`config.mk`:
```
export PLATFORM = sky130hd
export DESIGN_NAME = int_return_sequencer
export DESIGN_NICKNAME = d
export VERILOG_FILES = /design/src/rtl/int_resp_pkg.sv /design/src/rtl/int_pc_stack.sv /design/src/rtl/int_return_sequencer.sv
export SDC_FILE = /design/constraint.sdc
export NUM_CORES = 1
export LEC_CHECK = 0
export ABC_AREA = 0
export CAP_MARGIN = 20
export CELL_PAD_IN_SITES_DETAIL_PLACEMENT = 0
export CELL_PAD_IN_SITES_GLOBAL_PLACEMENT = 1
export CORE_MARGIN = 2
export CORE_UTILIZATION = 47
export DETAILED_ROUTE_END_ITERATION = 12
export PLACE_DENSITY = 0.88
export SYNTH_ARGS = -nofsm -noshare
export SYNTH_HDL_FRONTEND = slang
export SYNTH_SLANG_ARGS = --single-unit
```
`constraint.sdc`:
```
create_clock -name clock -period 3.15 [get_ports clock]
set_input_delay 0.945 -clock clock [delete_from_list [all_inputs] [get_ports clock]]
set_output_delay 0.945 -clock clock [all_outputs]
set_load 0.1 [all_outputs]
```
`src/rtl/int_resp_pkg.sv`:
```
// Shared definitions for the interrupt return sequencer.
// Contents:
//   seq_state_e     - sequencer FSM states
//   DEF_VEC_BASE    - default address of the vector for interrupt 0
//   DEF_VEC_STRIDE  - default byte distance between consecutive vectors
//   lowest_set_idx  - index of the lowest set bit of an interrupt id
package int_resp_pkg;

    typedef enum logic [2:0] {
        ST_IDLE      = 3'd0,
        ST_ENTER     = 3'd1,
        ST_EXIT_REQ  = 3'd2,
        ST_EXIT_WAIT = 3'd3,
        ST_RESUME    = 3'd4
    } seq_state_e;

    localparam logic [31:0] DEF_VEC_BASE   = 32'h0000_0100;
    localparam logic [31:0] DEF_VEC_STRIDE = 32'h0000_0040;

    // The id is nominally one-hot; if several bits are set the lowest one
    // is serviced. Ids are zero-extended to 32 bits by the caller.
    function automatic logic [4:0] lowest_set_idx(input logic [31:0] id);
        logic [4:0] idx;
        idx = 5'd0;
        for (int i = 31; i >= 0; i--) begin
            if (id[i]) begin
                idx = 5'(i);
            end else begin
                idx = idx;
            end
        end
        return idx;
    endfunction

endpackage

```
`src/rtl/int_pc_stack.sv`:
```
// LIFO of saved return PCs, one entry per nesting level.
// Ports:
//   clock, resetN      - clock (rising edge), async active-low reset
//   push, push_data    - store push_data on top (ignored when full)
//   pop                - discard the top entry (ignored when empty)
//   top_data           - current top entry (zero when empty)
//   full, empty, count - occupancy status
module int_pc_stack
    import int_resp_pkg::*;
#(
    parameter int unsigned NUM_IRQ  = 3,
    parameter int unsigned PC_WIDTH = 32,
    localparam int unsigned CW = $clog2(NUM_IRQ + 1),
    localparam int unsigned IW = (NUM_IRQ > 1) ? $clog2(NUM_IRQ) : 1
) (
    input  logic                clock,
    input  logic                resetN,
    input  logic                push,
    input  logic                pop,
    input  logic [PC_WIDTH-1:0] push_data,
    output logic [PC_WIDTH-1:0] top_data,
    output logic                full,
    output logic                empty,
    output logic [CW-1:0]       count
);

    localparam logic [CW-1:0] CNT_ONE  = CW'(1'b1);
    localparam logic [CW-1:0] CNT_FULL = CW'(NUM_IRQ);

    logic [PC_WIDTH-1:0] mem_r [NUM_IRQ];
    logic [CW-1:0]       count_r;
    logic [IW-1:0]       top_idx_s;

    // Occupancy flags and top-of-stack read.
    always_comb begin
        full      = (count_r == CNT_FULL);
        empty     = (count_r == {CW{1'b0}});
        count     = count_r;
        top_idx_s = IW'(count_r - CNT_ONE);
        if (empty) begin
            top_data = {PC_WIDTH{1'b0}};
        end else begin
            top_data = mem_r[top_idx_s];
        end
    end

    // Storage and occupancy counter; push has priority if both are raised.
    always_ff @(posedge clock or negedge resetN) begin
        if (!resetN) begin
            count_r <= {CW{1'b0}};
            for (int i = 0; i < int'(NUM_IRQ); i++) begin
                mem_r[i] <= {PC_WIDTH{1'b0}};
            end
        end else if (push && !full) begin
            mem_r[IW'(count_r)] <= push_data;
            count_r             <= count_r + CNT_ONE;
        end else if (pop && !empty) begin
            count_r <= count_r - CNT_ONE;
        end else begin
            count_r <= count_r;
        end
    end

endmodule

```
`src/rtl/int_return_sequencer.sv`:
```
// CPU-side responder to the nested interrupt controller. On an accepted
// interrupt it saves the return PC and redirects fetch to the handler
// vector; on eret it handshakes interruptEnd/interruptReturned with the
// controller and then redirects back to the saved PC. An interrupt that
// arrives mid-sequence is parked in a one-entry pending register.
// Optional feature: define INT_RET_TIMEOUT_EN to bound the wait for
// interruptReturned to RET_TIMEOUT cycles after interruptEnd (error is set
// and the return proceeds anyway).
// Ports:
//   clock, resetN      - clock (rising edge), async active-low reset
//   interrupted        - accept pulse from the controller
//   interruptOut       - one-hot id of the accepted interrupt
//   interruptReturned  - controller acknowledge of interruptEnd
//   pcNext             - return address of the interrupted stream
//   eret               - return instruction decoded
//   interruptEnd       - end-of-handler pulse to the controller
//   redirect, pcTarget - load pcTarget into the PC
//   stall              - pipeline freeze while a sequence runs
//   depth              - current nesting level
//   error              - sticky fault flag
module int_return_sequencer
    import int_resp_pkg::*;
#(
    parameter int unsigned PC_WIDTH    = 32,
    parameter int unsigned NUM_IRQ     = 3,
    parameter logic [31:0] VEC_BASE    = DEF_VEC_BASE,
    parameter logic [31:0] VEC_STRIDE  = DEF_VEC_STRIDE,
    parameter int unsigned RET_TIMEOUT = 16,
    localparam int unsigned DW = $clog2(NUM_IRQ + 1)
) (
    input  logic                clock,
    input  logic                resetN,
    input  logic                interrupted,
    input  logic [NUM_IRQ-1:0]  interruptOut,
    input  logic                interruptReturned,
    input  logic [PC_WIDTH-1:0] pcNext,
    input  logic                eret,
    output logic                interruptEnd,
    output logic                redirect,
    output logic [PC_WIDTH-1:0] pcTarget,
    output logic                stall,
    output logic [DW-1:0]       depth,
    output logic                error
);

    seq_state_e          state_r;
    logic [PC_WIDTH-1:0] ret_pc_r;
    logic                pend_valid_r;
    logic [NUM_IRQ-1:0]  pend_id_r;
    logic                redirect_r;
    logic [PC_WIDTH-1:0] pc_target_r;
    logic                stall_r;
    logic                int_end_r;
    logic                error_r;

    logic                idle_s, id_zero_s, irq_req_s, irq_bad_s, irq_full_s;
    logic                take_irq_s, eret_ok_s, eret_bad_s, resume_pend_s;
    logic                consume_s, cap_ok_s, pend_ovf_s, pend_hit_s;
    logic                exit_go_s, push_s, pop_s, err_set_s, timeout_s;
    logic [NUM_IRQ-1:0]  irq_id_s;
    logic [PC_WIDTH-1:0] push_data_s, top_s;
    logic                full_s, empty_s;

    function automatic logic [PC_WIDTH-1:0] vec_addr(input logic [NUM_IRQ-1:0] id);
        logic [4:0] idx;
        idx = lowest_set_idx(32'(id));
        return PC_WIDTH'(VEC_BASE) + PC_WIDTH'(idx) * PC_WIDTH'(VEC_STRIDE);
    endfunction

    int_pc_stack #(
        .NUM_IRQ  (NUM_IRQ),
        .PC_WIDTH (PC_WIDTH)
    ) u_stack (
        .clock     (clock),
        .resetN    (resetN),
        .push      (push_s),
        .pop       (pop_s),
        .push_data (push_data_s),
        .top_data  (top_s),
        .full      (full_s),
        .empty     (empty_s),
        .count     (depth)
    );

`ifdef INT_RET_TIMEOUT_EN
    localparam int unsigned TW = $clog2(RET_TIMEOUT + 1);
    logic [TW-1:0] to_cnt_r;

    // Cycles elapsed since interruptEnd: 1 in the first EXIT_WAIT cycle.
    always_ff @(posedge clock or negedge resetN) begin
        if (!resetN) begin
            to_cnt_r <= {TW{1'b0}};
        end else if (state_r == ST_EXIT_REQ) begin
            to_cnt_r <= TW'(1'b1);
        end else if (state_r == ST_EXIT_WAIT) begin
            to_cnt_r <= to_cnt_r + TW'(1'b1);
        end else begin
            to_cnt_r <= {TW{1'b0}};
        end
    end

    assign timeout_s = (state_r == ST_EXIT_WAIT) && !interruptReturned &&
                       (to_cnt_r == TW'(RET_TIMEOUT - 1));
`else
    assign timeout_s = 1'b0;
`endif

    // Decode of the current-cycle decisions shared by FSM, stack and flags.
    always_comb begin
        idle_s     = (state_r == ST_IDLE);
        id_zero_s  = (interruptOut == {NUM_IRQ{1'b0}});
        // A parked interrupt is serviced ahead of a fresh one or an eret.
        irq_req_s  = idle_s && (pend_valid_r || interrupted);
        irq_id_s   = pend_valid_r ? pend_id_r : interruptOut;
        irq_bad_s  = irq_req_s && !pend_valid_r && id_zero_s;
        irq_full_s = irq_req_s && !irq_bad_s && full_s;
        take_irq_s = irq_req_s && !irq_bad_s && !full_s;
        eret_ok_s  = idle_s && !irq_req_s && eret && !empty_s;
        eret_bad_s = idle_s && !irq_req_s && eret && empty_s;
        resume_pend_s = (state_r == ST_RESUME) && pend_valid_r;
        consume_s  = (irq_req_s && pend_valid_r) || resume_pend_s;
        // In IDLE a fresh interrupt is parked only when the slot is being drained.
        cap_ok_s   = interrupted && !id_zero_s && (!idle_s || pend_valid_r);
        pend_ovf_s = cap_ok_s && pend_valid_r && !consume_s;
        pend_hit_s = pend_valid_r || cap_ok_s;
        exit_go_s  = (state_r == ST_EXIT_WAIT) && (interruptReturned || timeout_s);
        push_s      = take_irq_s || resume_pend_s;
        push_data_s = resume_pend_s ? ret_pc_r : pcNext;
        pop_s       = eret_ok_s;
        err_set_s   = (interrupted && id_zero_s) || irq_full_s || eret_bad_s ||
                      pend_ovf_s || timeout_s;
    end

    // Sequencer FSM; outputs are registered for the state being entered.
    always_ff @(posedge clock or negedge resetN) begin
        if (!resetN) begin
            state_r     <= ST_IDLE;
            ret_pc_r    <= {PC_WIDTH{1'b0}};
            redirect_r  <= 1'b0;
            pc_target_r <= {PC_WIDTH{1'b0}};
            stall_r     <= 1'b0;
            int_end_r   <= 1'b0;
        end else begin
            redirect_r <= 1'b0;
            int_end_r  <= 1'b0;
            case (state_r)
                ST_IDLE: begin
                    if (take_irq_s) begin
                        state_r     <= ST_ENTER;
                        redirect_r  <= 1'b1;
                        pc_target_r <= vec_addr(irq_id_s);
                        stall_r     <= 1'b1;
                    end else if (eret_ok_s) begin
                        state_r   <= ST_EXIT_REQ;
                        ret_pc_r  <= top_s;
                        int_end_r <= 1'b1;
                        stall_r   <= 1'b1;
                    end else begin
                        state_r <= ST_IDLE;
                        stall_r <= 1'b0;
                    end
                end
                ST_ENTER: begin
                    state_r <= ST_IDLE;
                    stall_r <= 1'b0;
                end
                ST_EXIT_REQ: begin
                    state_r <= ST_EXIT_WAIT;
                    stall_r <= 1'b1;
                end
                ST_EXIT_WAIT: begin
                    stall_r <= 1'b1;
                    if (exit_go_s) begin
                        state_r <= ST_RESUME;
                        // A parked interrupt means retPc is re-saved, not jumped to.
                        if (!pend_hit_s) begin
                            redirect_r  <= 1'b1;
                            pc_target_r <= ret_pc_r;
                        end else begin
                            redirect_r <= 1'b0;
                        end
                    end else begin
                        state_r <= ST_EXIT_WAIT;
                    end
                end
                ST_RESUME: begin
                    if (resume_pend_s) begin
                        state_r     <= ST_ENTER;
                        redirect_r  <= 1'b1;
                        pc_target_r <= vec_addr(pend_id_r);
                        stall_r     <= 1'b1;
                    end else begin
                        state_r <= ST_IDLE;
                        stall_r <= 1'b0;
                    end
                end
                default: begin
                    state_r <= ST_IDLE;
                    stall_r <= 1'b0;
                end
            endcase
        end
    end

    // One-entry pending slot for interrupts arriving mid-sequence.
    always_ff @(posedge clock or negedge resetN) begin
        if (!resetN) begin
            pend_valid_r <= 1'b0;
            pend_id_r    <= {NUM_IRQ{1'b0}};
        end else if (consume_s) begin
            pend_valid_r <= cap_ok_s;
            pend_id_r    <= cap_ok_s ? interruptOut : pend_id_r;
        end else if (cap_ok_s && !pend_valid_r) begin
            pend_valid_r <= 1'b1;
            pend_id_r    <= interruptOut;
        end else begin
            pend_valid_r <= pend_valid_r;
        end
    end

    // Sticky fault flag.
    always_ff @(posedge clock or negedge resetN) begin
        if (!resetN) begin
            error_r <= 1'b0;
        end else begin
            error_r <= error_r | err_set_s;
        end
    end

    assign interruptEnd = int_end_r;
    assign redirect     = redirect_r;
    assign pcTarget     = pc_target_r;
    assign stall        = stall_r;
    assign error        = error_r;

endmodule
```
==> results of run 1 <==
-- worst reg2reg max path, stage by stage, from the launching register on --
cell and delay, ns:
sky130_fd_sc_hd__dfrtp_1 0.52, sky130_fd_sc_hd__inv_1 0.11, sky130_fd_sc_hd__ha_2 0.62, sky130_fd_sc_hd__nor2b_4 0.60
sky130_fd_sc_hd__buf_4 0.30, sky130_fd_sc_hd__a21oi_1 0.10, sky130_fd_sc_hd__a21oi_1 0.17
-- flip-flops by register name, summed over array words and instances (netlist names), 2 cells and up --
register,cells
u_stack.count,2
pend_id_r,3
ret_pc_r,32
u_stack.mem_r,96
state_r,3
pcTarget,32
-- final cells by class --
cell class | instances | area [sq um]
clock buffers | 20 | 467
clock inverters | 12 | 160
fillers | 1345 | 7350
inverters | 32 | 120
multi-input cells | 423 | 3660
flip-flops and latches | 173 | 4330
well taps | 225 | 282
repair buffers | 103 | 985
-- metal layers --
| layer | vias up | wire length, um | track usage |
|---|---|---|---|
| li1 | 2453 | - | - |
| met1 | 2714 | 8230 | 0.269 |
| met2 | 103 | 9110 | 0.344 |
| met3 | 24 | 561 | 0.0434 |
| met4 | 0 | 433 | 0.0876 |
| met5 | - | 0 | 0 |
-- cells by family (layout without fill, tap and decap cells) --
family	Yosys count	after routing	synth area share
and+or+nand+nor	133	133	0.0732
adders and majority gates	4	4	0.00599
muxes	197	197	0.297
xor gates and xnor gates	1	1	0.00105
AOI/OAI and AO/OA	88	88	0.0601
DFF	173	173	0.518
buffers and inverters	72	167	0.0448
-- cells in the final DEF, fill, tap and decap left out, types with 2 or more instances in the layout --
master | synthesis | layout
sky130_fd_sc_hd__a21oi_1 | 69 | 69
sky130_fd_sc_hd__a22oi_1 | 2 | 2
sky130_fd_sc_hd__buf_12 | 0 | 9
sky130_fd_sc_hd__buf_4 | 0 | 55
sky130_fd_sc_hd__bufinv_16 | 0 | 3
sky130_fd_sc_hd__clkbuf_16 | 0 | 17
sky130_fd_sc_hd__clkbuf_8 | 0 | 3
sky130_fd_sc_hd__clkdlybuf4s50_1 | 0 | 38
sky130_fd_sc_hd__clkinv_2 | 0 | 2
sky130_fd_sc_hd__clkinv_4 | 0 | 3
sky130_fd_sc_hd__clkinvlp_4 | 0 | 3
sky130_fd_sc_hd__dfrtp_1 | 173 | 173
sky130_fd_sc_hd__ha_1 | 4 | 3
sky130_fd_sc_hd__inv_1 | 32 | 32
sky130_fd_sc_hd__mux2_1 | 36 | 36
sky130_fd_sc_hd__mux2_2 | 8 | 8
sky130_fd_sc_hd__mux2_4 | 90 | 90
sky130_fd_sc_hd__mux2i_1 | 63 | 63
sky130_fd_sc_hd__nand2_1 | 37 | 37
sky130_fd_sc_hd__nand2_4 | 3 | 3
sky130_fd_sc_hd__nand2b_1 | 3 | 3
sky130_fd_sc_hd__nor2_1 | 71 | 71
sky130_fd_sc_hd__nor2b_1 | 4 | 3
sky130_fd_sc_hd__o21ai_0 | 5 | 5
sky130_fd_sc_hd__o22ai_1 | 2 | 2
sky130_fd_sc_hd__o31ai_1 | 2 | 2
sky130_fd_sc_hd__or3_1 | 3 | 3
-- power by group --
group	total (uW)	switching (uW)	internal, uW
clock network	2190	876	1320
registers	4040	751	3290
logic	5880	3430	2450
-- through the flow --
stage / total power [uW] / hold slack (ns)
final: 12100 / 0.498
after detailed placement: 9910 / 0.488
after global placement: 9690 / 0.474
after global routing: 12800 / 0.519
after floorplan: 8520 / 0.464
after CTS: 12200 / 0.503
-- worst paths after layout --
path | slack [ns] | cells after the start | startpoint | endpoint
max | 0.48 | 8 | interruptOut[1] | pcTarget[30]$_DFFE_PN0P_
min | 0.50 | 1 | pcTarget[7]$_DFFE_PN0P_ | pcTarget[7]$_DFFE_PN0P_
max reg2reg | 0.66 | 6 | u_stack.count[0]$_DFFE_PN0P_ | ret_pc_r[20]$_DFFE_PN0P_
min reg2reg | 0.50 | 1 | pcTarget[7]$_DFFE_PN0P_ | pcTarget[7]$_DFFE_PN0P_
max in group asynchronous | 1.91 | 2 | resetN | u_stack.mem_r[95]$_DFFE_PN0P_
min in group asynchronous | 0.53 | 1 | resetN | redirect$_DFF_PN0_
==> impl_summary.log, run 1 <==
[metrics] RSZ-0062 raised after global routing: false
[metrics] fraction of post-synthesis cell area in the top cell type by area: 0.518
[metrics] transition time of the tightest slew-check pin: 0.700 ns
[metrics] run status: finished, final reports clean
[metrics] Clk Tree Root Cell: sky130_fd_sc_hd__clkbuf_16
[metrics] share of final-layout standard cells stronger than drive strength 1: 0.271
[metrics] post-synth cell types: 42
[metrics] Post-Synthesis Mean Instance Area: ~13 sq um
[metrics] global placement routability congestion: 0.765
[metrics] endpoint arrival time on the critical path: 3.02 ns
[metrics] commonest register cell after synthesis: sky130_fd_sc_hd__dfrtp_1
[metrics] largest clock skew in the final design: 0.00835 ns
[metrics] nets in the synthesized netlist: 712
[metrics] Cells after DPL: between 900 and 1k
[metrics] worst-path cell with the longest stage delay: sky130_fd_sc_hd__or4b_4
[metrics] Final Max Tran Viols: 0
[metrics] number of nets still failing antenna checks after routing: 0
[metrics] Yosys reg bits: 173
[metrics] Resized cells post-CTS: 0
[metrics] gate count after technology mapping: 668
[metrics] sequential cell area fraction in the yosys report: 0.518
[metrics] most area-consuming cells after synthesis: sky130_fd_sc_hd__dfrtp_1 52%, sky130_fd_sc_hd__mux2_4 16%, sky130_fd_sc_hd__mux2i_1 7.5%, sky130_fd_sc_hd__mux2_1 4.9%, sky130_fd_sc_hd__a21oi_1 4.1%
[metrics] total of warnings raised by yosys: 0
[metrics] kind of cell adding the most delay to the critical path: buffers and inverters
[metrics] Site Rows: 48
[metrics] Routed WL: approximately 18 mm
[metrics] placed wire-length estimate: 11.9 mm
[metrics] Finished Layout Cells: 988
[metrics] overflow left after global routing: 0
[metrics] post-route standard cell area excluding fillers: 0.0100 sq mm
[metrics] clock latency of the later-clocked register in the worst-skew pair: 0.43 ns
[metrics] combined global-route utilization of all metal layers: 0.209
[metrics] final worst slack: 0.476 ns
[metrics] DR DRC count: 0
[metrics] boundary pin count: a little under 80
[metrics] # nets final: between 700 and 800
[metrics] die area: 0.0189 sq mm
[metrics] first-pass iteration count of the detailed router: 4
[metrics] Hold Path Class: flip-flop to flip-flop
[metrics] pre-CTS WS: roughly 0.03 ns
[metrics] count of antenna diodes in the layout: 0
[metrics] Worst VDD drop: 0.000670 V
[metrics] part of the cycle the worst path needs: 0.849
[metrics] critical path, cell by cell: clkdlybuf4s50_1 -> nor4_1 -> buf_4 -> or4b_4 -> o2bb2ai_4 -> buf_4 -> buf_4 -> mux2i_1
[metrics] x dimension of the die: 137 um
[metrics] cell taking the most area after synthesis: sky130_fd_sc_hd__dfrtp_1
[metrics] buffers and inverters on the worst path: 4
[metrics] number of buffers added for setup after CTS: 0
[metrics] total CTS buffers: 17
[metrics] clock slew at reported path FFs: 0.06 ns
[metrics] min Tclk post-route: 2.67 ns
[metrics] FFs w/ async S/R, synth: 1.00
[metrics] placeable core area: approximately 0.017 sq mm
[metrics] area of placed instances: about 0.0094 sq mm
[metrics] average routed wire per standard cell: 18.6 um
[metrics] netlist area before placement: 0.00835 sq mm
[metrics] wire length of the first global-routing pass: 30.2 mm
[metrics] CTS tree: done
[metrics] initial antenna violation count: 0
[metrics] via count: about 5.3k
[metrics] Setup-failing EPs final: 0
[metrics] vertical die dimension: roughly 140 um
[metrics] initial core utilization: 0.481
[metrics] vias in the first global route: 5750
[metrics] final cell utilization of the core: 0.576
[metrics] power per standard cell area: between 1000 and 1500 mW/mm^2
[metrics] cell repeated most along the worst path: sky130_fd_sc_hd__buf_4
[metrics] leakage power summed over all cells: 0.00477 uW
[metrics] CTS H-tree lvls: 4
[metrics] headroom to the max-slew limit: 0.534
[metrics] startpoint-to-endpoint class of the critical path: primary input to flip-flop
[metrics] kind of end point of the critical path: flip-flop
[metrics] Vias per Instance: 5.36
[metrics] CP max stage delay: 0.57 ns
[metrics] quantity of I/O buffers inserted on ports: 77
[metrics] maximum buffer depth of the clock tree: 2
[metrics] Required @ worst endpoint: about 3.5 ns
[metrics] EDFF count, synth: 0
[metrics] kind of start point of the critical path: primary input
[metrics] number of hold buffers added after cts: 0
[metrics] final hold violations: 0
[metrics] top cell types by occurrence after synthesis: 173 x sky130_fd_sc_hd__dfrtp_1, 90 x sky130_fd_sc_hd__mux2_4, 71 x sky130_fd_sc_hd__nor2_1, 69 x sky130_fd_sc_hd__a21oi_1, 63 x sky130_fd_sc_hd__mux2i_1
[metrics] largest net degree at the start of global routing: 72
[metrics] clock sink total: 173
[metrics] max-cap viol count: 0
[metrics] Area Growth Syn to Fin: 19.8%
[metrics] final total negative setup slack: 0 ns
[metrics] peak fanout along the critical path: 10
[metrics] peak clock frequency supported by timing: 374 MHz
[metrics] most common cell in the synthesized netlist: sky130_fd_sc_hd__dfrtp_1
[metrics] Starting DRT DRC Count: 300
No activity file was read; power rests on OpenSTA's default activity.
==> inputs of run 2 (changes only) <==
Clock period 3.15 ns to 2.5 ns, I/O delays scaled along.
==> run 2 against run 1 <==
  * Die area unchanged
  * Largest cell class unchanged
  * Highest routed layer unchanged
  * Clock power increased by 25%
  * Global-route usage increased by 0.28 points
==> impl_summary.log, run 2 (synthesized netlist as in run 1, its figures left out) <==
[metrics] run status: finished, final reports clean (unchanged)
[metrics] Reg with most FFs: u_stack.mem_r (unchanged)
[metrics] clock sink total: 173 (unchanged)
[metrics] Hold Path Class: primary input to asynchronous set/reset pin (was flip-flop to flip-flop)
[metrics] Worst VDD drop: 0.000920 V (was 0.000670 V)
[metrics] startpoint-to-endpoint class of the critical path: primary input to flip-flop (unchanged)
[metrics] kind of cell adding the most delay to the critical path: buffers and inverters (unchanged)
[metrics] headroom to the max-slew limit: 0.356 (was 0.534)
[metrics] min Tclk post-route: about 2.5 ns
[metrics] fillers: 1357 (was 1345)
[metrics] initial antenna violation count: 0 (unchanged)
[metrics] Required @ worst endpoint: 2.81 ns (was 3.49 ns)
[metrics] first-pass iteration count of the detailed router: 5 (was 4)
[metrics] vertical die dimension: 137 um (unchanged)
[metrics] final worst slack: 0.00640 ns (was 0.476 ns)
[metrics] Final Max Tran Viols: 0 (unchanged)
[metrics] final cell utilization of the core: 0.586 (was 0.576)
[metrics] kind of start point of the critical path: primary input (unchanged)
[metrics] pre-CTS WS: -0.415 ns (was 0.0299 ns)
[metrics] die area: 0.0189 sq mm (unchanged)
[metrics] number of nets still failing antenna checks after routing: 0 (unchanged)
[metrics] initial core utilization: 0.481 (unchanged)
[metrics] Clk Tree Root Cell: sky130_fd_sc_hd__clkbuf_16 (unchanged)
[metrics] peak fanout along the critical path: 6 (was 10)
[metrics] global placement routability congestion: 0.855 (was 0.765)
[metrics] DR DRC count: 0 (unchanged)
[metrics] endpoint arrival time on the critical path: 2.80 ns (was 3.02 ns)
[metrics] wire length of the first global-routing pass: 30.6 mm (was 30.2 mm)
[metrics] CTS tree: done (unchanged)
[metrics] post-route standard cell area excluding fillers: 0.0102 sq mm (was 0.0100 sq mm)
[metrics] peak clock frequency supported by timing: 401 MHz
[metrics] placeable core area: 0.0174 sq mm (unchanged)
[metrics] Setup-failing EPs final: 0 (unchanged)
[metrics] total CTS buffers: 17 (unchanged)
[metrics] quantity of I/O buffers inserted on ports: 77 (unchanged)
[metrics] part of the cycle the worst path needs: 0.997
[metrics] RSZ-0062 raised after global routing: true (was false)
[metrics] area of placed instances: 0.00954 sq mm (was 0.00938 sq mm)
[metrics] CP max stage delay: 0.56 ns (was 0.57 ns)
[metrics] worst-path cell with the longest stage delay: sky130_fd_sc_hd__or4b_4 (unchanged)
[metrics] Routed WL: 18.7 mm (was 18.3 mm)
[metrics] commonest non-fill, non-tap cell in the layout: sky130_fd_sc_hd__dfrtp_1 (unchanged)
[metrics] vias in the first global route: 5833 (was 5750)
[metrics] kind of end point of the critical path: flip-flop (unchanged)
[metrics] Starting DRT DRC Count: 326 (was 300)
[metrics] overflow left after global routing: 0 (unchanged)
[metrics] max-cap viol count: 0 (unchanged)
[metrics] worst hold slack after final layout: 0.228 ns (was 0.498 ns)
[metrics] number of flip-flops in the largest register: 96 (unchanged)
[metrics] Vias per Instance: 5.44 (was 5.36)
[metrics] maximum buffer depth of the clock tree: 2 (unchanged)
[metrics] critical path, cell by cell: clkdlybuf4s50_1 -> nor4_1 -> buf_4 -> or4b_4 -> o2bb2ai_4 -> buf_4 -> mux2_1 (was clkdlybuf4s50_1 -> nor4_1 -> buf_4 -> or4b_4 -> o2bb2ai_4 -> buf_4 -> buf_4 -> mux2i_1)
[metrics] average routed wire per standard cell: 18.6 um (about the same)
[metrics] x dimension of the die: 137 um (unchanged)
[metrics] # nets final: 811 (was 794)
[metrics] transition time of the tightest slew-check pin: 0.964 ns (was 0.700 ns)
[metrics] clock latency of the later-clocked register in the worst-skew pair: 0.42 ns (was 0.43 ns)
[metrics] largest clock skew in the final design: 0.00618 ns (was 0.00835 ns)
[metrics] final hold violations: 0 (unchanged)
[metrics] boundary pin count: 78 (unchanged)
[metrics] power per standard cell area: 1510 mW/mm^2 (was 1210 mW/mm^2)
[metrics] largest net degree at the start of global routing: 47 (was 72)
[metrics] cell repeated most along the worst path: sky130_fd_sc_hd__buf_4 (unchanged)
[metrics] clock slew at reported path FFs: 0.06 ns (about the same)
[metrics] buffers and inverters on the worst path: 3 (was 4)
[metrics] Site Rows: 48 (unchanged)
[metrics] most frequent cells in the layout: 171 x sky130_fd_sc_hd__dfrtp_1, 90 x sky130_fd_sc_hd__mux2_4, 71 x sky130_fd_sc_hd__nor2_1 (was 173 x sky130_fd_sc_hd__dfrtp_1, 90 x sky130_fd_sc_hd__mux2_4, 71 x sky130_fd_sc_hd__nor2_1)
[metrics] combined global-route utilization of all metal layers: 0.212 (was 0.209)
[metrics] share of final-layout standard cells stronger than drive strength 1: 0.285 (was 0.271)
[metrics] CTS H-tree lvls: 4 (unchanged)
[metrics] count of antenna diodes in the layout: 0 (unchanged)
[metrics] via count: 5460 (was 5294)
[metrics] Area Growth Syn to Fin: 21.7% (was 19.8%)
[metrics] leakage power summed over all cells: 0.00486 uW (was 0.00477 uW)
[metrics] placed wire-length estimate: 12.1 mm (was 11.9 mm)
-- run 2: changes by cell type in the layout (fill, tap and decap cells not counted), moves of 2 or more --
cell / previous run / this run
sky130_fd_sc_hd__dfrtp_1: 173 / 171
sky130_fd_sc_hd__clkbuf_1: 0 / 2
sky130_fd_sc_hd__inv_6: 0 / 2
sky130_fd_sc_hd__buf_12: 9 / 13
sky130_fd_sc_hd__clkbuf_8: 3 / 0
sky130_fd_sc_hd__clkinv_4: 3 / 0
sky130_fd_sc_hd__buf_4: 55 / 67
-- run 2: area by class of cell --
type                    count  area (sq um)  share of cell area
clock buffers              19           433              0.0426
repair buffers            120          1170               0.115
well taps                 225           282              0.0277
multi-input cells         423          3660               0.360
inverters                  32           120              0.0118
clock inverters            11           168              0.0165
flip-flops and latches    173          4330               0.426
-- run 2: power breakdown --
group / total [uW] / switching (uW) / internal (uW)
combinational: 7510 / 4340 / 3170
clock: 2740 / 1080 / 1660
sequential: 5110 / 948 / 4160
-- run 2: per-layer routing --
layer  part of all wire  wire length [um]  track usage  vias up
met5                  0                 0            0        -
met4              0.015               288       0.0641        0
li1                   -                 -            -     2500
met1               0.45              8370        0.279     2818
met3              0.037               696       0.0412       23
met2               0.50              9300        0.355      119
-- run 2: path summary, 6_finish.rpt --
check / slack (ns) / from / endpoint / depth (start not counted)
worst max-delay path: 0.006 / interruptOut[0] / pcTarget[7]$_DFFE_PN0P_ / 7
worst min-delay path: 0.23 / resetN / pend_id_r[2]$_DFFE_PN0P_ / 1
worst max register to register: 0.29 / u_stack.count[0]$_DFFE_PN0P_ / u_stack.mem_r[60]$_DFFE_PN0P_ / 7
worst min register to register: 0.50 / pcTarget[7]$_DFFE_PN0P_ / pcTarget[7]$_DFFE_PN0P_ / 1
max in group asynchronous: 1.59 / resetN / u_stack.mem_r[49]$_DFFE_PN0P_ / 2
min in group clock: 0.50 / pcTarget[7]$_DFFE_PN0P_ / pcTarget[7]$_DFFE_PN0P_ / 1
-- run 2: per-stage QoR --
| step | power [uW] | TNS [ns] | cells |
|---|---|---|---|
| after floorplan | 10700 | 0 | 668 |
| after global placement | 12300 | -27.63 | 970 |
| after detailed placement | 12600 | -23.92 | 970 |
| after CTS | 15400 | 0 | 1000 |
| after global routing | 16200 | -0.186 | 1003 |
| final | 15400 | 0 | 1003 |
-- run 2: repair_timing --
| action | in CTS | in global routing |
|---|---|---|
| hold buffers | 0 | 0 |
| setup endpoints to repair | 0 | 6 |
| buffers inserted | 0 | 3 |
| resized for setup | 0 | 1 |
==> inputs of run 3 (changes only) <==
Settings changed: CAP_MARGIN 20 to default, GPL_ROUTABILITY_DRIVEN from default to 0.
==> results of run 3 <==
No change in the layout: final DEF, timing and power equal those of run 2.
==> variant 1 (settings of run 3) <==
The option `INT_RET_TIMEOUT_EN` is turned on by a define.
--- a/src/rtl/int_return_sequencer.sv
+++ b/src/rtl/int_return_sequencer.sv
@@ -18,6 +18,8 @@
 //   stall              - pipeline freeze while a sequence runs
 //   depth              - current nesting level
 //   error              - sticky fault flag
+`define INT_RET_TIMEOUT_EN
+
 module int_return_sequencer
     import int_resp_pkg::*;
 #(
Behaviour: same outputs for any inputs over 4 cycles, from zero or initial values and one cycle with resetN low; that may be too few to reach the edited logic, so the function may still have changed.
==> variant 1 against run 3 <==
  * Sequential cell count is 5 higher
  * Routed wire length is 6.5% lower
  * Global-route usage is 0.35 points lower
  * Design area is 5.1% lower
  * Worst setup slack better by 0.10 ns
  * Area after synthesis is 5.6% lower
  * Cell count is 4.8% lower
  * Clock skew is 0.0022 ns higher
  * Power is 18% lower
  * Critical path type unchanged
==> variant 1: results (changes against run 3) <==
.. list-table::
   :header-rows: 1

   * - Metric
     - Value
   * - Run status
     - completed
   * - Fin nets
     - 768 (-5.3%)
   * - Worst-Skew Late Latency
     - 0.43 ns
   * - Synth top area cells
     - sky130_fd_sc_hd__dfrtp_1, sky130_fd_sc_hd__mux2_2, sky130_fd_sc_hd__mux2i_1
   * - Num CTS Buffers
     - 17 (unchanged)
   * - Highest attainable clock frequency
     - 0.4184 GHz (+4.3%)
   * - R2r setup slk
     - 0.27 ns (-0.02 ns)
   * - Clock Path Buffers
     - 2 (unchanged)
   * - Pre-CTS WS
     - -0.3172 ns (+0.09824 ns)
   * - Number of unique standard cell types used by synthesis
     - 44 (+4.8%)
   * - Synth cell count leaders
     - sky130_fd_sc_hd__dfrtp_1, sky130_fd_sc_hd__mux2_2, sky130_fd_sc_hd__nor2_1, sky130_fd_sc_hd__a21oi_1, sky130_fd_sc_hd__mux2i_1
   * - ANT cells
     - 0 (unchanged)
   * - Worst Max-Slew Pin Slew
     - 0.9371 ns (-0.02680 ns)
   * - Biggest register
     - u_stack.mem_r
   * - Data arrival time of the worst path
     - 2.70 ns (-0.10 ns)
   * - Worst min-delay path category
     - primary input to async pin
   * - First-iteration detailed-routing DRC count
     - 278 (-15%)
   * - Global-route wire length before repair
     - 29.05 mm (-5.2%)
   * - Clock Skew
     - 0.008372 ns (+0.002190 ns)
   * - Number of antenna violations at the first check in global routing
     - 0 (unchanged)
   * - Number of standard cells in the layout, taps in and fillers out
     - 955 (-4.8%)
   * - Detailed placer's ending HPWL
     - 11.37 mm (-6.4%)
   * - P&R area growth vs syn
     - 22.36%
   * - Number of placed instances with taps included
     - 923 (-4.8%)
   * - Max FFs per register
     - 96 (unchanged)
   * - DR vias/cell
     - 5.532 (+1.6%)
   * - Maximum number of pins on one net before global-route repair
     - 52 (+11%)
   * - Global router's overall resource usage
     - 20.85% (-0.35 points)
   * - Post-CTS Setup Inserts
     - 0 (unchanged)
   * - Share of final-layout standard cells stronger than drive strength 1
     - 34.69% (+6.2 points)
   * - Via count of the first global-routing pass
     - 5,659 (-3.0%)
   * - Routed length per placed instance
     - 18.26 µm (-1.8%)
   * - Slowest cell on crit path
     - sky130_fd_sc_hd__clkdlybuf4s50_1
   * - Maximum fanout count along the critical path
     - 8 (+2)
   * - # Max-Cap Violations
     - 0 (unchanged)
   * - Post-synthesis sequential area ratio
     - 56.50% (+4.7 points)
   * - Port-buffer cells
     - 77 (unchanged)
   * - Cells resized by post-CTS repair
     - 0 (unchanged)
   * - H-tree levels
     - 4 (unchanged)
   * - Yosys synthesis warning count
     - 0 (unchanged)
   * - Largest voltage drop on the vdd net
     - 704.9 µV (-23%)
   * - Post-synth ARST share
     - 100.0% (unchanged)
   * - CTS Root Cell
     - sky130_fd_sc_hd__clkbuf_16
   * - Leakage power
     - 4.411 nW (-9.3%)
   * - Post-synth net total
     - 677 (-4.9%)
   * - Gate Count Post-Synth
     - 631 (-5.5%)
   * - First-pass iteration count of the detailed router
     - 5 (unchanged)
   * - Clock slew at reported path FFs
     - 0.07 ns
   * - Crit path largest cell delay
     - 0.49 ns (-0.07 ns)
## variant 1: changes by cell type after synthesis, moves of 21 or more
cell                             run 3  this run
sky130_fd_sc_hd__o21ai_1             0        31
sky130_fd_sc_hd__a21oi_1            69        38
sky130_fd_sc_hd__a22o_1              0        29
sky130_fd_sc_hd__mux2_4             90         0
sky130_fd_sc_hd__mux2i_1            63        35
sky130_fd_sc_hd__nor2_1             71        43
sky130_fd_sc_hd__mux2_2              8       132
sky130_fd_sc_hd__mux2_1             36         0
sky130_fd_sc_hd__inv_1              32        11
## variant 1: logic make-up after synthesis
group           count (synthesis)  synth area share [%]
mux                           167                 23.30
fa+ha+maj                       6                0.9522
compound gates                122                 10.03
flops                         178                 56.50
simple gates                  101                 5.650
buf+inv                        54                 3.238
xor+xnor                        3                0.3333
## variant 1: layer usage
metal  vias to the layer above  part of all wire [%]  global-route usage (%)
met4                         0                   1.3                   6.028
met3                        22                   3.5                   4.566
li1                       2431                     -                       -
met5                         -                     0                       0
met1                      2738                    44                   26.68
met2                        92                    51                   35.82
## variant 1: cell type report
cell class | instances | area, µm²
multi-input combinational | 399 | 3222
tap | 220 | 275.3
timing repair buffer | 114 | 1055
sequential | 178 | 4459
fill | 1336 | 6819
inverter | 12 | 45.04
clock buffer | 18 | 439.2
clock inverter | 14 | 151.4
## variant 1: report_power, final
part           internal [W]  total (W)  switching, W
Clock               0.00151    0.00266       0.00115
Combinational       0.00224    0.00520       0.00296
Sequential          0.00401    0.00473      0.000722
## variant 1: critical path: cells and delay by family
family | cells | cell delay, ns
simple gates | 1 | 0.22
compound gates | 2 | 0.55
buf+inv | 3 | 0.87
mux | 1 | 0.30
## variant 1: stage by stage
step	hold slack [ns]	area, µm²
global route	0.2782	9647
detailed placement	0.4827	9056
floorplan	0.4510	7893
CTS	0.2636	9647
global placement	0.4804	9056
finish	0.2551	9647
## variant 1: final timing paths
path                             startpoint           endpoint  cells past startpoint
max                         interruptOut[2]  u_stack.mem_r[50]                      7
min                                  resetN        pcTarget[6]                      1
max reg2reg                u_stack.count[0]       ret_pc_r[27]                      6
min reg2reg                     to_cnt_r[0]        to_cnt_r[0]                      1
max in group asynchronous            resetN   u_stack.mem_r[1]                      2
min in group clock              to_cnt_r[0]        to_cnt_r[0]                      1
==> variant 2 (config.mk and constraints of run 3) <==
Made on the original files. Register the output `interruptEnd` once more; this adds one clock of latency there. The other outputs are not delayed to match. Comments in the files are not updated.
--- a/src/rtl/int_return_sequencer.sv
+++ b/src/rtl/int_return_sequencer.sv
@@ -227,7 +227,9 @@
         end
     end
 
-    assign interruptEnd = int_end_r;
+    always_ff @(posedge clock) begin
+        interruptEnd <= int_end_r;
+    end
     assign redirect     = redirect_r;
     assign pcTarget     = pc_target_r;
     assign stall        = stall_r;
Formal check against the unedited RTL: not equivalent (Yosys sat finds a counterexample within 4 cycles, from zero or initial values and one cycle with resetN low).
==> variant 2 against run 3 <==
  * Area after synthesis increased by 0.24%
  * Critical path depth is 1 lower
  * Sequential share of layout area shrank 0.18 points
  * Register-to-register slack worse by 0.18 ns
  * Power grew 2.5%
  * Worst setup slack improved by 0.11 ns
  * Routed wire length decreased by 2.0%
  * Sequential cell count is 1 higher
  * Utilization is 0.53 points higher
  * Design area up 0.90%
==> variant 2: results (changes against run 3) <==
.. list-table::
   :header-rows: 1

   * - Metric
     - Value
   * - Clock slew at reported path FFs
     - 0.07 ns
   * - Crit Reg-Reg Startpoint
     - u_stack.count[0]
   * - CP delay by family, top
     - simple AND/OR/NAND/NOR gates
   * - Hold_ws
     - 0.2885 ns (+0.06006 ns)
   * - Detailed placer's ending HPWL
     - 12.14 mm (about the same)
   * - First-iteration detailed-routing DRC count
     - 334 (+2.5%)
   * - Data arrival time of the worst path
     - 2.70 ns (-0.10 ns)
   * - Leakage power
     - 4.884 nW (+0.42%)
   * - Post-synth net total
     - 713 (+0.14%)
   * - Crit path largest cell delay
     - 0.52 ns (-0.04 ns)
   * - Pwr dens
     - 1534 nW/µm² (+1.5%)
   * - Sum of met3 wire segment lengths after detailed routing
     - 624 µm (-10%)
   * - R2r setup slk
     - 0.11 ns (-0.18 ns)
   * - Post-synthesis sequential area ratio
     - 51.94% (+0.12 points)
   * - Post-placement cell area
     - 9555 µm² (+0.18%)
   * - Max-Slew Margin vs Limit
     - 38.27% (+2.7 points)
   * - Number of antenna violations at the first check in global routing
     - 0 (unchanged)
   * - Largest voltage drop on the vdd net
     - 854.2 µV (-7.2%)
   * - Met1 layer usage reported by global route
     - 28.32% (+0.40 points)
   * - Met3 track demand over resource in global routing
     - 4.525% (+0.40 points)
   * - Maximum fanout count along the critical path
     - 12 (+6)
   * - Destination of the worst register-to-register timing path
     - u_stack.mem_r[16]
   * - Global routing usage on met2
     - 34.52% (-1.0 points)
   * - Routed metal-1 wire length
     - 8.530 mm (+2.0%)
   * - DR vias/cell
     - 5.328 (-2.1%)
   * - Number of unique standard cell types used by synthesis
     - 43 (+2.4%)
   * - Fin nets
     - 807 (-0.49%)
   * - Pre-CTS WS
     - -0.3694 ns (+0.04603 ns)
   * - Global-route wire length before repair
     - 30.63 mm (about the same)
   * - Maximum number of pins on one net before global-route repair
     - 57 (+21%)
   * - Fillcell total
     - 1,323 (-2.5%)
   * - Run status
     - completed
   * - Via count of the first global-routing pass
     - 5,709 (-2.1%)
   * - Met2 wire len
     - 8.830 mm (-5.1%)
   * - Depth of the worst register-to-register path
     - 6 (-1)
   * - Slowest cell on crit path
     - sky130_fd_sc_hd__dfrtp_4
   * - Global router's overall resource usage
     - 21.14% (-0.052 points)
   * - Number of placed instances with taps included
     - 969 (-0.10%)
   * - Highest metal layer used by the detailed router
     - met4
   * - Synth top area cells
     - sky130_fd_sc_hd__dfrtp_1, sky130_fd_sc_hd__mux2_4, sky130_fd_sc_hd__mux2i_1
[variant 2: cell count changes in the layout (fill, tap and decap cells not counted), sizes merged]
cell,change
buf,-5
clkbuf,-1
clkinv,+2
bufinv,+3
dfxtp,+1
inv,-2
[variant 2: layout make-up]
cell class	instances	area share (%)
multi-input combinational	423	35.77
tap	225	2.745
timing repair buffer	115	11.09
inverter	32	1.171
sequential	174	42.45
clock buffer	18	4.184
clock inverter	14	2.586
[variant 2: worst max-delay path by stage]
| stage | slack [ns] | start | endpoint | cells after the start |
|---|---|---|---|---|
| 2_1_floorplan | 0.02 | u_stack.count[0] | ret_pc_r[0] | 9 |
| 5_1_grt | 0.02 | u_stack.count[0] | u_stack.mem_r[16] | 6 |
| 3_5_place_dp | -0.37 | interruptOut[0] | u_stack.mem_r[16] | 6 |
| 3_3_place_gp | -0.33 | interruptOut[0] | u_stack.mem_r[11] | 6 |
| 6_report | 0.11 | u_stack.count[0] | u_stack.mem_r[16] | 6 |
| 4_1_cts | 0.09 | interruptOut[0] | u_stack.mem_r[16] | 6 |
[variant 2: kinds of logic (layout without fill, tap and decap cells)]
family / Yosys count / in the layout / synth area share (%)
xor+xnor: 1 / 1 / 0.1046
compound gates: 88 / 88 / 5.992
mux: 197 / 197 / 29.59
buf+inv: 72 / 179 / 4.468
flops: 174 / 174 / 51.94
simple gates: 133 / 133 / 7.307
fa+ha+maj: 4 / 4 / 0.5978
[variant 2: power breakdown]
group          leakage (nW)  switching [W]  internal (W)  total (W)
Sequential             2.13       0.000950       0.00418    0.00513
Combinational          2.42        0.00430       0.00320    0.00750
Clock                 0.330        0.00113       0.00198    0.00311
[variant 2: what timing repair did]
action,4_1_cts,5_1_grt
setup endpoints to repair,0,4
endpoints found under the hold margin,0,0
hold buffers,0,0
gates resized for setup,0,1
